`config.mk`:
```
export PLATFORM = sky130hd
export DESIGN_NAME = serial_adder_ctrl
export DESIGN_NICKNAME = d
export VERILOG_FILES = /design/src/rtl/serial_adder_ctrl.sv
export SDC_FILE = /design/constraint.sdc
export NUM_CORES = 1
export LEC_CHECK = 0
export ABC_AREA = 1
export BUFFER_PORTS_ARGS = -buffer_cell sky130_fd_sc_hd__buf_2
export CORE_ASPECT_RATIO = 2
export CORE_MARGIN = 2
export CORE_UTILIZATION = 56
export DETAILED_ROUTE_END_ITERATION = 8
export GPL_TIMING_DRIVEN = 0
export PLACE_DENSITY = 0.91
export SYNTH_ARGS = -nofsm -noshare
export SYNTH_HDL_FRONTEND = slang
export SYNTH_SLANG_ARGS = --single-unit
export TNS_END_PERCENT = 5
```
`constraint.sdc`:
```
create_clock -name clk -period 3.56 [get_ports clk]
set_input_delay 0 -clock clk [delete_from_list [all_inputs] [get_ports clk]]
set_output_delay 0 -clock clk [all_outputs]
set_load 0.02 [all_outputs]
```
`src/rtl/serial_adder_ctrl.sv`:
```
// ============================================================================
// Module   : serial_adder_ctrl
// Purpose  : Bit-serial WIDTH-bit adder; one full adder reused LSB-first,
//            with valid/ready handshakes on the operand and result sides.
// Revision : 1.0 - initial release
// ============================================================================
`default_nettype none

module serial_adder_ctrl #(
  parameter int WIDTH = 8
) (
  input  logic             clk,
  input  logic             rst_n,
  input  logic             in_valid,
  output logic             in_ready,
  input  logic [WIDTH-1:0] a,
  input  logic [WIDTH-1:0] b,
  input  logic             cin,
  output logic             busy,
  output logic             out_valid,
  input  logic             out_ready,
  output logic [WIDTH-1:0] sum,
  output logic             cout
);

  localparam int CW = (WIDTH > 1) ? $clog2(WIDTH) : 1;

  typedef enum logic [1:0] {
    IDLE = 2'd0,
    ADD  = 2'd1,
    DONE = 2'd2
  } state_t;

  state_t           state, state_next;
  logic [WIDTH-1:0] a_sr, b_sr, res_sr, res_shift;
  logic             carry, sum_bit, carry_out, last_bit;
  logic [CW-1:0]    cnt;

  always_comb begin
    sum_bit   = a_sr[0] ^ b_sr[0] ^ carry;
    carry_out = (a_sr[0] & b_sr[0]) | (a_sr[0] & carry) | (b_sr[0] & carry);
    last_bit  = (cnt == CW'(WIDTH - 1));
    // New sum bit enters at the MSB so that after WIDTH shifts bit 0 is LSB.
    res_shift            = res_sr >> 1;
    res_shift[WIDTH-1]   = sum_bit;
  end

  always_ff @(posedge clk or negedge rst_n) begin
    if (!rst_n) begin
      state <= IDLE;
    end else begin
      state <= state_next;
    end
  end

  always_comb begin
    state_next = state;
    case (state)
      IDLE:    if (in_valid)  state_next = ADD;
      ADD:     if (last_bit)  state_next = DONE;
      DONE:    if (out_ready) state_next = IDLE;
      default: state_next = IDLE;
    endcase
  end

  always_ff @(posedge clk or negedge rst_n) begin
    if (!rst_n) begin
      a_sr   <= '0;
      b_sr   <= '0;
      res_sr <= '0;
      carry  <= 1'b0;
      cnt    <= '0;
    end else begin
      case (state)
        IDLE: begin
          if (in_valid) begin
            a_sr  <= a;
            b_sr  <= b;
            carry <= cin;
            cnt   <= '0;
          end
        end
        ADD: begin
          a_sr   <= a_sr >> 1;
          b_sr   <= b_sr >> 1;
          res_sr <= res_shift;
          carry  <= carry_out;
          // Counter parks at zero on the last bit instead of wrapping past WIDTH-1.
          cnt    <= last_bit ? '0 : cnt + CW'(1);
        end
        default: ;
      endcase
    end
  end

  assign in_ready  = (state == IDLE);
  assign busy      = (state == ADD);
  assign out_valid = (state == DONE);
  assign sum       = res_sr;
  assign cout      = carry;

endmodule

`default_nettype wire
```
==> summary.txt, run 1 <==
Worst setup path
  – CP max FO: 10
  – Critical path type: reg2out
  – Critical path capture point type: primary output
  – Required @ worst endpoint: 3560 ps
  – Arrival time at the worst endpoint: 1400 ps
  – Kind of start point of the critical path: flop

Power
  – Proportion of power drawn by combinational gates: 45.0%
  – Portion of total power attributed to sequential cells: 35.7%
  – VDD IR-drop max: 505.6 uV
  – Switching power as a share of total power: 40.76%
  – Net switching power: 0.6805 mW
  – Pwr/cell area: 902.2 nW/um^2
  – Clock group share of total power: 19.3%
  – Internal power: 0.9891 mW
  – Leakage power: 1.076 nW
  – Power, Total: 1.670 mW

Clocking
  – CTS Sinks: 30
  – TritonCTS clock tree: built
  – Htree depth: 2
  – Number of buffers inserted during clock tree synthesis: 5
  – Worst-Skew Late Latency: 290 ps
  – Clock root buffer master: sky130_fd_sc_hd__clkbuf_8
  – Buffers inserted during post-CTS setup optimization: 0
  – Clock Path Buffers: 2
  – Clock slew at the register clock pins of the worst setup and hold paths: 60 ps

Die
  – Number of top-level pins: 33
  – Cell row count: 26
  – Horiz. Die Dim: 40.66 microns
  – Area of the core: 2570 sq um
  – Die Area: 3144 sq um
  – Starting density of the core: 58.57%
  – Vert. Die Dim: 77.32 microns

Timing
  – Max-slew violation count: 0
  – Number of endpoints with negative hold slack in the final report: 0
  – Actual slew at the worst max-slew pin: 659.9 ps
  – Unrepaired setup endpoints after global routing: no
  – Final total negative setup slack: 0 ps
  – Fin crit share: 39.34%
  – Setup violators final: 0
  – Worst-case headroom to the max-slew limit: 56.01%
  – F_max: 714.0 MHz
  – Final Skew: 3.936 ps
  – Minimum setup slack in the final design: 2159 ps
  – Final critical path time including I/O delays and setup: 1401 ps

GRT
  – Total Routing Usage GR: 25.41%
  – Number of global-route vias before repair: 1338
  – Largest net degree at the start of global routing: 31
  – Antenna violations before repair: 0
  – Global-route wire length before repair: 5444 microns
  – Global route total overflow: 0

Logic synthesis
  – Xor/xnor cell area share of the yosys netlist: 0%
  – Number of register bits inferred by synthesis: 30
  – Post-Syn Area: 1505 sq um
  – Simple-gate area share of the yosys netlist: 28.51%
  – Largest cells by area after synthesis: sky130_fd_sc_hd__dfrtp_1 (50%), sky130_fd_sc_hd__nand2_1 (15%), sky130_fd_sc_hd__nand3_1 (11%), sky130_fd_sc_hd__inv_1 (9.0%), sky130_fd_sc_hd__o21ai_0 (4.0%)
  – Cell count after synthesis: 192
  – Commonest cells in the netlist: sky130_fd_sc_hd__nand2_1 (62), sky130_fd_sc_hd__inv_1 (36), sky130_fd_sc_hd__nand3_1 (32)
  – Most used flip-flop cell after synthesis: sky130_fd_sc_hd__dfrtp_1
  – Warnings from Yosys: 0
  – Arithmetic-cell share of the synthesized area counting full adders, half adders and majority gates: 2.993%
  – Sequential element share of the synthesized area: 49.88%
  – Most used standard cell by instance count after synthesis: sky130_fd_sc_hd__nand2_1
  – EDFF count, synth: 0
  – Largest family of logic cells by synthesized area: simple AND/OR/NAND/NOR gates
  – Avg Inst Size Synth: 7.840 sq um
  – Portion of synthesized cell area occupied by the leading cell type: 49.88%
  – Async set-or-reset flop fraction in the synthesized netlist: 100.0%
  – Yosys cell types: 17
  – Fraction of synthesized area in multiplexers: 0%
  – Cell taking the most area after synthesis: sky130_fd_sc_hd__dfrtp_1
  – Fraction of the mapped netlist area in compound gates: 4.988%
  – Post-synthesis net count: 216

Finish
  – Multi-input combinational cell area: 549.3 sq um
  – Final Net Count: 259
  – Fillers: 228
  – Fraction of layout instances using a drive strength above 1: 22.88%
  – Register Area: 750.7 sq um
  – Antenna diode instance count: 0
  – Area Overhead vs Synth: 22.94%
  – Area of all placed cells without fillers: 1851 sq um
  – Non-filler cells in the finished layout: 264

Placed design
  – Estimated wirelength of the detail-placed design: 2180 microns
  – Placement Cell Area: 1700 sq um
  – Count of input and output buffers: 32
  – GP Congestion: 0.7976
  – Setup slack at placement: 2295 ps
  – Cell count after placement: 252

Detailed routing
  – Total detailed-routing wirelength: 3115 microns
  – Residual antenna-violating net count after detailed routing: 0
  – Post-DR wirelength/cell: 11.80 microns
  – Drt first pass iters: 4
  – Violation count after the first detailed-routing iteration: 42
  – DRC viols: 0
  – Routed vias/inst: 5.038
  – Via count of the routed design: 1330

Worst hold path
  – Worst hold path class: in2reg

Run
  – Max-Cap Viols: 0

Run status
  – Outcome: completed
-- per-stage QoR --
| stage | hold WS [ps] | util [%] |
|---|---|---|
| finish | 13.42 | 72.01 |
| global route | 43.24 | 72.01 |
| CTS | 10.40 | 72.01 |
| detailed placement | 67.90 | 66.16 |
| global placement | 66.42 | 66.16 |
| floorplan | -295.6 | - |
-- placed cells by master (no fill, tap or decap), drive strengths merged --
cell type / synthesis / routed
o22ai: 1 / 1
buf: 8 / 40
o21ai: 13 / 13
inv: 38 / 38
dfrtp: 30 / 30
nor2: 3 / 3
ha: 2 / 2
dlygate4sd3: 0 / 4
fa: 1 / 1
nand3: 32 / 32
clkbuf: 0 / 8
nand2: 64 / 64
-- final timing paths --
check,slack [ps],depth (start not counted),startpoint,to
min in group asynchronous,270,2,rst_n,a_sr[4]
worst max-delay path,2160,5,state[0],busy
max in group asynchronous,2850,2,rst_n,b_sr[4]
worst min-delay path,10,5,cin,cout
worst min register to register,480,2,cnt[1],cnt[1]
worst max register to register,2270,6,state[1],b_sr[6]
-- layer usage --
metal | track usage (%) | vias up | wire [microns] | share of wire (%)
li1 | - | 666 | - | -
met1 | 25.48 | 625 | 1177 | 38
met2 | 42.86 | 33 | 1750 | 56
met3 | 7.803 | 6 | 115 | 3.7
met4 | 12.67 | 0 | 72 | 2.3
met5 | 0 | - | 0 | 0
-- state kept, by name, indices dropped and copies added, names as in the netlist --
signal / cells
a_sr: 8
b_sr: 8
sum: 8
cnt: 3
state: 2
cout: 1
-- critical path, cell delays in order, from the launching register on --
cell and delay [ps]:
sky130_fd_sc_hd__dfrtp_1 420, sky130_fd_sc_hd__buf_4 200, sky130_fd_sc_hd__inv_2 60, sky130_fd_sc_hd__nor2_4 110, sky130_fd_sc_hd__buf_6 150, sky130_fd_sc_hd__buf_2 160
-- repair_timing --
action / CTS / global route
hold endpoints to repair: 33 / 0
hold buffers: 4 / 0
resized for setup: 0 / 0
-- layout make-up --
class	count	area share, %
tap	28	1.893
timing repair buffer	36	10.82
sequential	30	40.57
clock buffer	8	5.950
inverter	38	7.708
multi-input combinational	116	29.68
buffer	8	3.381
-- power by group through the flow --
stage | Clock (mW) | Combinational (mW) | Sequential (mW)
2_1_floorplan | 0 | 0.510 | 0.640
3_3_place_gp | 0 | 0.722 | 0.595
3_5_place_dp | 0 | 0.752 | 0.601
4_1_cts | 0.329 | 0.760 | 0.596
5_1_grt | 0.347 | 0.875 | 0.621
6_report | 0.322 | 0.751 | 0.597
-- cell families after synthesis --
logic type / count (synthesis)
simple gates: 99
buf+inv: 46
flops: 30
compound gates: 14
fa+ha+maj: 3
Note: power is estimated with default switching activity, not from simulation.
==> run 2: changes to the inputs <==
--- a/config.mk
+++ b/config.mk
@@ -9,10 +9,10 @@
 export BUFFER_PORTS_ARGS = -buffer_cell sky130_fd_sc_hd__buf_2
 export CORE_ASPECT_RATIO = 2
 export CORE_MARGIN = 2
-export CORE_UTILIZATION = 56
+export CORE_UTILIZATION = 53
 export DETAILED_ROUTE_END_ITERATION = 8
 export GPL_TIMING_DRIVEN = 0
-export PLACE_DENSITY = 0.91
+export PLACE_DENSITY = 0.87
 export SYNTH_ARGS = -nofsm -noshare
 export SYNTH_HDL_FRONTEND = slang
 export SYNTH_SLANG_ARGS = --single-unit
==> constraint.sdc (replaced) <==
create_clock -name clk -period 1.46 [get_ports clk]
set_input_delay 0 -clock clk [delete_from_list [all_inputs] [get_ports clk]]
set_output_delay 0 -clock clk [all_outputs]
set_load 0.02 [all_outputs]
==> run 2 against run 1 <==
Compared with the run above:
- register-to-register slack got worse by 2100 ps
- global-route usage fell by 4.3 points
- flip-flop and latch count did not move
- core utilization fell by 4.1 points
- setup slack got worse by 2000 ps
- power rose by 140%
- critical endpoint unchanged
- cell area rose by 0.47%
- sequential power rose by 140%
- non-clock buffer count rose by 1
- via count fell by 2.5%
==> summary.txt, run 2 (synthesis results as in run 1) <==
Worst setup path
  – Required @ worst endpoint: 1460 ps
  – Kind of start point of the critical path: flop
  – CP max FO: 10
  – Critical path capture point type: primary output
  – Arrival time at the worst endpoint: 1340 ps
  – Launching instance or port of the critical path: state[0]
  – Critical path type: reg2out
  – R2r startpoint: state[1]

Timing
  – Max-slew violation count: 0
  – Actual slew at the worst max-slew pin: 670.3 ps
  – Final critical path time including I/O delays and setup: 1340 ps
  – Setup violators final: 0
  – Final Skew: 4.316 ps
  – Unrepaired setup endpoints after global routing: no
  – Final total negative setup slack: 0 ps
  – Worst-case headroom to the max-slew limit: 55.31%
  – Fin crit share: 91.80%
  – Number of endpoints with negative hold slack in the final report: 0
  – F_max: 746.1 MHz
  – Worst hold slack: 12.14 ps

Detailed routing
  – Total detailed-routing wirelength: 3084 microns
  – Highest metal layer with signal wires: met4
  – Residual antenna-violating net count after detailed routing: 0
  – DRC viols: 0
  – Violation count after the first detailed-routing iteration: 47
  – Via count of the routed design: 1297
  – Drt first pass iters: 4
  – Met3 WL post-DR: 150 microns
  – Sum of met2 wire segment lengths after detailed routing: 1651 microns
  – Post-DR wirelength/cell: 11.59 microns
  – Wire length on met1: 1198 microns
  – Routed vias/inst: 4.876

Finish
  – Most common library cell in the layout ignoring fill and taps: sky130_fd_sc_hd__nand2_1
  – Fillers: 243
  – Finished Core Util: 67.95%
  – Commonest cells after routing, fill and taps aside: sky130_fd_sc_hd__nand2_1 (62), sky130_fd_sc_hd__inv_1 (36), sky130_fd_sc_hd__buf_2 (34)
  – Multi-input combinational cell area: 549.3 sq um
  – Final Net Count: 260
  – Antenna diode instance count: 0
  – Register Area: 750.7 sq um
  – Area Overhead vs Synth: 23.52%
  – Fraction of layout instances using a drive strength above 1: 23.21%

Die
  – Horiz. Die Dim: 41.68 microns
  – Number of top-level pins: 33
  – Cell row count: 27
  – Starting density of the core: 55.01%
  – Vert. Die Dim: 79.37 microns
  – Area of the core: 2736 sq um
  – Die Area: 3308 sq um

Run status
  – Outcome: completed

Clocking
  – CTS Sinks: 30
  – TritonCTS clock tree: built
  – Number of buffers inserted during clock tree synthesis: 5
  – Worst-Skew Late Latency: 280 ps
  – Htree depth: 2
  – Clock root buffer master: sky130_fd_sc_hd__clkbuf_8
  – Clock Path Buffers: 2
  – PostCTS Resize Cnt: 0
  – Clock slew at the register clock pins of the worst setup and hold paths: 60 ps

Power
  – Power, Total: 4.077 mW
  – Leakage power: 1.080 nW
  – VDD IR-drop max: 1221 uV
  – Pwr/cell area: 2193 nW/um^2

GRT
  – Global route total overflow: 0
  – Antenna violations before repair: 0
  – Number of global-route vias before repair: 1296
  – Total Routing Usage GR: 21.14%
  – Largest net degree at the start of global routing: 31
  – Global-route wire length before repair: 5250 microns

Placed design
  – GP Congestion: 0.7821
  – Estimated wirelength of the detail-placed design: 2190 microns
  – Count of input and output buffers: 32

Run
  – Max-Cap Viols: 0

Worst hold path
  – Hold path startpoint: a[1]
  – Worst hold path class: in2reg
run 2: metal layers:
layer,GRT usage [%],vias to the layer above
li1,-,672
met4,12.26,0
met3,5.909,10
met1,21.52,579
met2,37.34,36
met5,0,-
run 2: power by group:
group          total (mW)  switching (mW)  internal (mW)
combinational        1.85            1.12          0.727
clock               0.786           0.311          0.475
sequential           1.45           0.222           1.22
total                4.08            1.65           2.43
run 2: layout make-up:
cell class	count	share of cell area (%)
tap	29	1.952
buffer	8	3.365
clock buffer	8	5.922
inverter	38	7.672
sequential	30	40.38
timing repair buffer	37	11.17
multi-input combinational	116	29.54
run 2: path summary, 6_finish.rpt:
check | endpoint | slack, ps | cells past startpoint
max in group asynchronous | b_sr[3] | 740 | 2
worst max-delay path | busy | 120 | 5
worst max register to register | cout | 200 | 6
worst min-delay path | a_sr[1] | 10 | 5
min in group asynchronous | a_sr[1] | 280 | 2
worst min register to register | a_sr[5] | 480 | 2
run 2: worst max-delay path: stages (launching register included):
cell and delay (ps):
sky130_fd_sc_hd__dfrtp_1 390, sky130_fd_sc_hd__buf_4 190, sky130_fd_sc_hd__inv_2 60, sky130_fd_sc_hd__nor2_4 100
sky130_fd_sc_hd__buf_6 140, sky130_fd_sc_hd__buf_2 170
run 2: timing repair:
item                                    in CTS  in global routing
hold buffers                                 4                  0
endpoints found under the hold margin       33                  0
endpoints found under the setup margin       0                  1
buffers inserted                             0                  1
run 2: through the flow:
stage | worst slack (ps) | std cells | instance area, sq um
after floorplan | 223.4 | 192 | 1505
after global placement | 231.5 | 253 | 1702
after detailed placement | 200.8 | 253 | 1702
after CTS | 63.49 | 265 | 1852
after global routing | 32.41 | 266 | 1859
final | 119.7 | 266 | 1859
==> run 3: changes to the inputs <==
--- a/config.mk
+++ b/config.mk
@@ -7,7 +7,6 @@
 export LEC_CHECK = 0
 export ABC_AREA = 1
 export BUFFER_PORTS_ARGS = -buffer_cell sky130_fd_sc_hd__buf_2
-export CORE_ASPECT_RATIO = 2
 export CORE_MARGIN = 2
 export CORE_UTILIZATION = 53
 export DETAILED_ROUTE_END_ITERATION = 8
==> run 3 against run 2 <==
Compared with the run above:
- power is 2.6% lower
- via count is 2.3% higher
- flip-flop and latch count stayed put
- wire length hardly changed
- cell area is 6.5% higher
- largest power group unchanged
- combinational power hardly changed
==> summary.txt, run 3 (synthesis results as in run 1) <==
Run status
  – Outcome: completed

Finish
  – Fillers: 216
  – Fraction of layout instances using a drive strength above 1: 21.83%
  – Final Net Count: 275
  – Most common library cell in the layout ignoring fill and taps: sky130_fd_sc_hd__nand2_1
  – Register Area: 750.7 sq um
  – Multi-input combinational cell area: 549.3 sq um
  – Finished Core Util: 72.40%
  – Antenna diode instance count: 0
  – Commonest cells after routing, fill and taps aside: sky130_fd_sc_hd__nand2_1 (62), sky130_fd_sc_hd__inv_1 (36), sky130_fd_sc_hd__buf_2 (34)
  – Area Overhead vs Synth: 31.50%
  – Non-filler cells in the finished layout: 283

Worst setup path
  – Count of cell instances traversed by the critical path: 5
  – Arrival time at the worst endpoint: 1640 ps
  – Crit path max-delay cell type: sky130_fd_sc_hd__dfrtp_1
  – Required @ worst endpoint: 1740 ps
  – Critical path cell sequence: buf_4 -> o21ai_2 -> buf_4 -> nand2_1 -> nand2_1
  – Launching instance or port of the critical path: state[0]
  – R2r startpoint: state[0]
  – Capturing instance or port of the critical path: b_sr[5]
  – Setup slack on the worst flop-to-flop path: 100 ps
  – CP max FO: 10
  – Worst flop-to-flop path endpoint: b_sr[5]
  – Buffers plus inverters on the worst setup path: 2
  – Critical path capture point type: flop
  – Worst path max stage delay: 400 ps
  – Critical path type: reg2reg
  – Kind of start point of the critical path: flop
  – Path depth of the worst reg2reg path: 5
  – Top delay family on crit path: flip-flops

Power
  – Switching power as a share of total power: 41.34%
  – Pwr/cell area: 2007 nW/um^2
  – Clock group share of total power: 16.5%
  – Net switching power: 1.642 mW
  – Portion of total power attributed to sequential cells: 36.3%
  – Internal power: 2.330 mW
  – Leakage power: 1.130 nW
  – VDD IR-drop max: 1392 uV
  – Proportion of power drawn by combinational gates: 47.2%

Detailed routing
  – Via count of the routed design: 1327
  – Violation count after the first detailed-routing iteration: 45
  – Total detailed-routing wirelength: 3086 microns
  – Drt first pass iters: 4
  – Post-DR wirelength/cell: 10.90 microns
  – Residual antenna-violating net count after detailed routing: 0
  – Routed vias/inst: 4.689
  – DRC viols: 0

Clocking
  – TritonCTS clock tree: built
  – Number of buffers inserted during clock tree synthesis: 5
  – Clock Path Buffers: 2
  – Clock slew at the register clock pins of the worst setup and hold paths: 100 ps
  – Htree depth: 2
  – Clock root buffer master: sky130_fd_sc_hd__clkbuf_4
  – Worst-Skew Late Latency: 340 ps
  – CTS Sinks: 30

Timing
  – Final Skew: 7.473 ps
  – Fin crit share: 92.88%
  – Setup violators final: 0
  – Final total negative setup slack: 0 ps
  – Max-slew violation count: 0
  – Final critical path time including I/O delays and setup: 1356 ps
  – Number of endpoints with negative hold slack in the final report: 0
  – Unrepaired setup endpoints after global routing: no
  – Worst-case headroom to the max-slew limit: 56.85%
  – F_max: 737.4 MHz
  – Actual slew at the worst max-slew pin: 647.2 ps

GRT
  – Largest net degree at the start of global routing: 31
  – Number of global-route vias before repair: 1308
  – Total Routing Usage GR: 21.84%
  – Global route total overflow: 0
  – Global-route wire length before repair: 5416 microns
  – Antenna violations before repair: 0

Die
  – Cell row count: 19
  – Vert. Die Dim: 57.29 microns
  – Horiz. Die Dim: 57.29 microns
  – Number of top-level pins: 33
  – Starting density of the core: 55.06%
  – Area of the core: 2734 sq um
  – Die Area: 3282 sq um

Worst hold path
  – Worst hold path class: in2reg

Placed design
  – Cell count after placement: 255
  – GP Congestion: 0.8274
  – Count of input and output buffers: 32
  – Estimated wirelength of the detail-placed design: 2092 microns

Run
  – Max-Cap Viols: 0
==> run 3: timing repair <==
item,in CTS,in global routing
setup endpoints to repair,1,0
hold buffers,19,0
gates resized for setup,0,0
setup buffers,1,0
endpoints found under the hold margin,48,0
==> run 3: cell type report <==
type,instances,share of cell area [%]
Buffer,8,3.161
Inverter,38,7.206
Tap cell,31,1.960
Clock inverter,3,2.023
Timing Repair Buffer,52,18.08
Multi-Input combinational cell,116,27.75
Clock buffer,5,1.896
Sequential cell,30,37.93
==> run 3: stage by stage <==
step	total power [mW]	instance area (sq um)	setup WS [ps]	hold WS, ps
6_report	3.973	1979	104.0	6.226
5_1_grt	4.366	1979	14.66	22.80
4_1_cts	4.010	1979	106.6	9.211
3_5_place_dp	3.299	1704	205.1	56.02
3_3_place_gp	3.228	1704	236.1	66.87
2_1_floorplan	2.804	1505	223.4	-295.6
==> run 3: worst register-to-register path, stage by stage, from the launching register on <==
cell	delay [ps]
sky130_fd_sc_hd__dfrtp_1	400
sky130_fd_sc_hd__buf_4	150
sky130_fd_sc_hd__o21ai_2	360
sky130_fd_sc_hd__buf_4	250
sky130_fd_sc_hd__nand2_1	60
sky130_fd_sc_hd__nand2_1	70
==> run 3: metal layers <==
| layer | vias to the layer above | track usage (%) | share of wire, % |
|---|---|---|---|
| met2 | 32 | 35.96 | 48 |
| met3 | 6 | 7.483 | 5.1 |
| li1 | 698 | - | - |
| met4 | 0 | 7.309 | 1.6 |
| met1 | 591 | 27.07 | 46 |
| met5 | - | 0 | 0 |
==> run 3: worst min path at each step <==
stage / start / depth (start not counted) / slack, ps / to
2_1_floorplan: rst_n / 0 / -300 / a_sr[0]
3_3_place_gp: rst_n / 1 / 70 / b_sr[0]
3_5_place_dp: rst_n / 1 / 60 / sum[7]
4_1_cts: a[0] / 5 / 9 / a_sr[0]
5_1_grt: a[0] / 5 / 20 / a_sr[0]
6_report: a[0] / 5 / 6 / a_sr[0]
==> run 3: power groups by stage <==
stage / registers [mW] / logic [mW] / clock network, mW
final: 1.44 / 1.87 / 0.657
after global routing: 1.49 / 2.17 / 0.706
after CTS: 1.44 / 1.91 / 0.661
after detailed placement: 1.47 / 1.83 / 0
after global placement: 1.44 / 1.79 / 0
after floorplan: 1.56 / 1.24 / 0
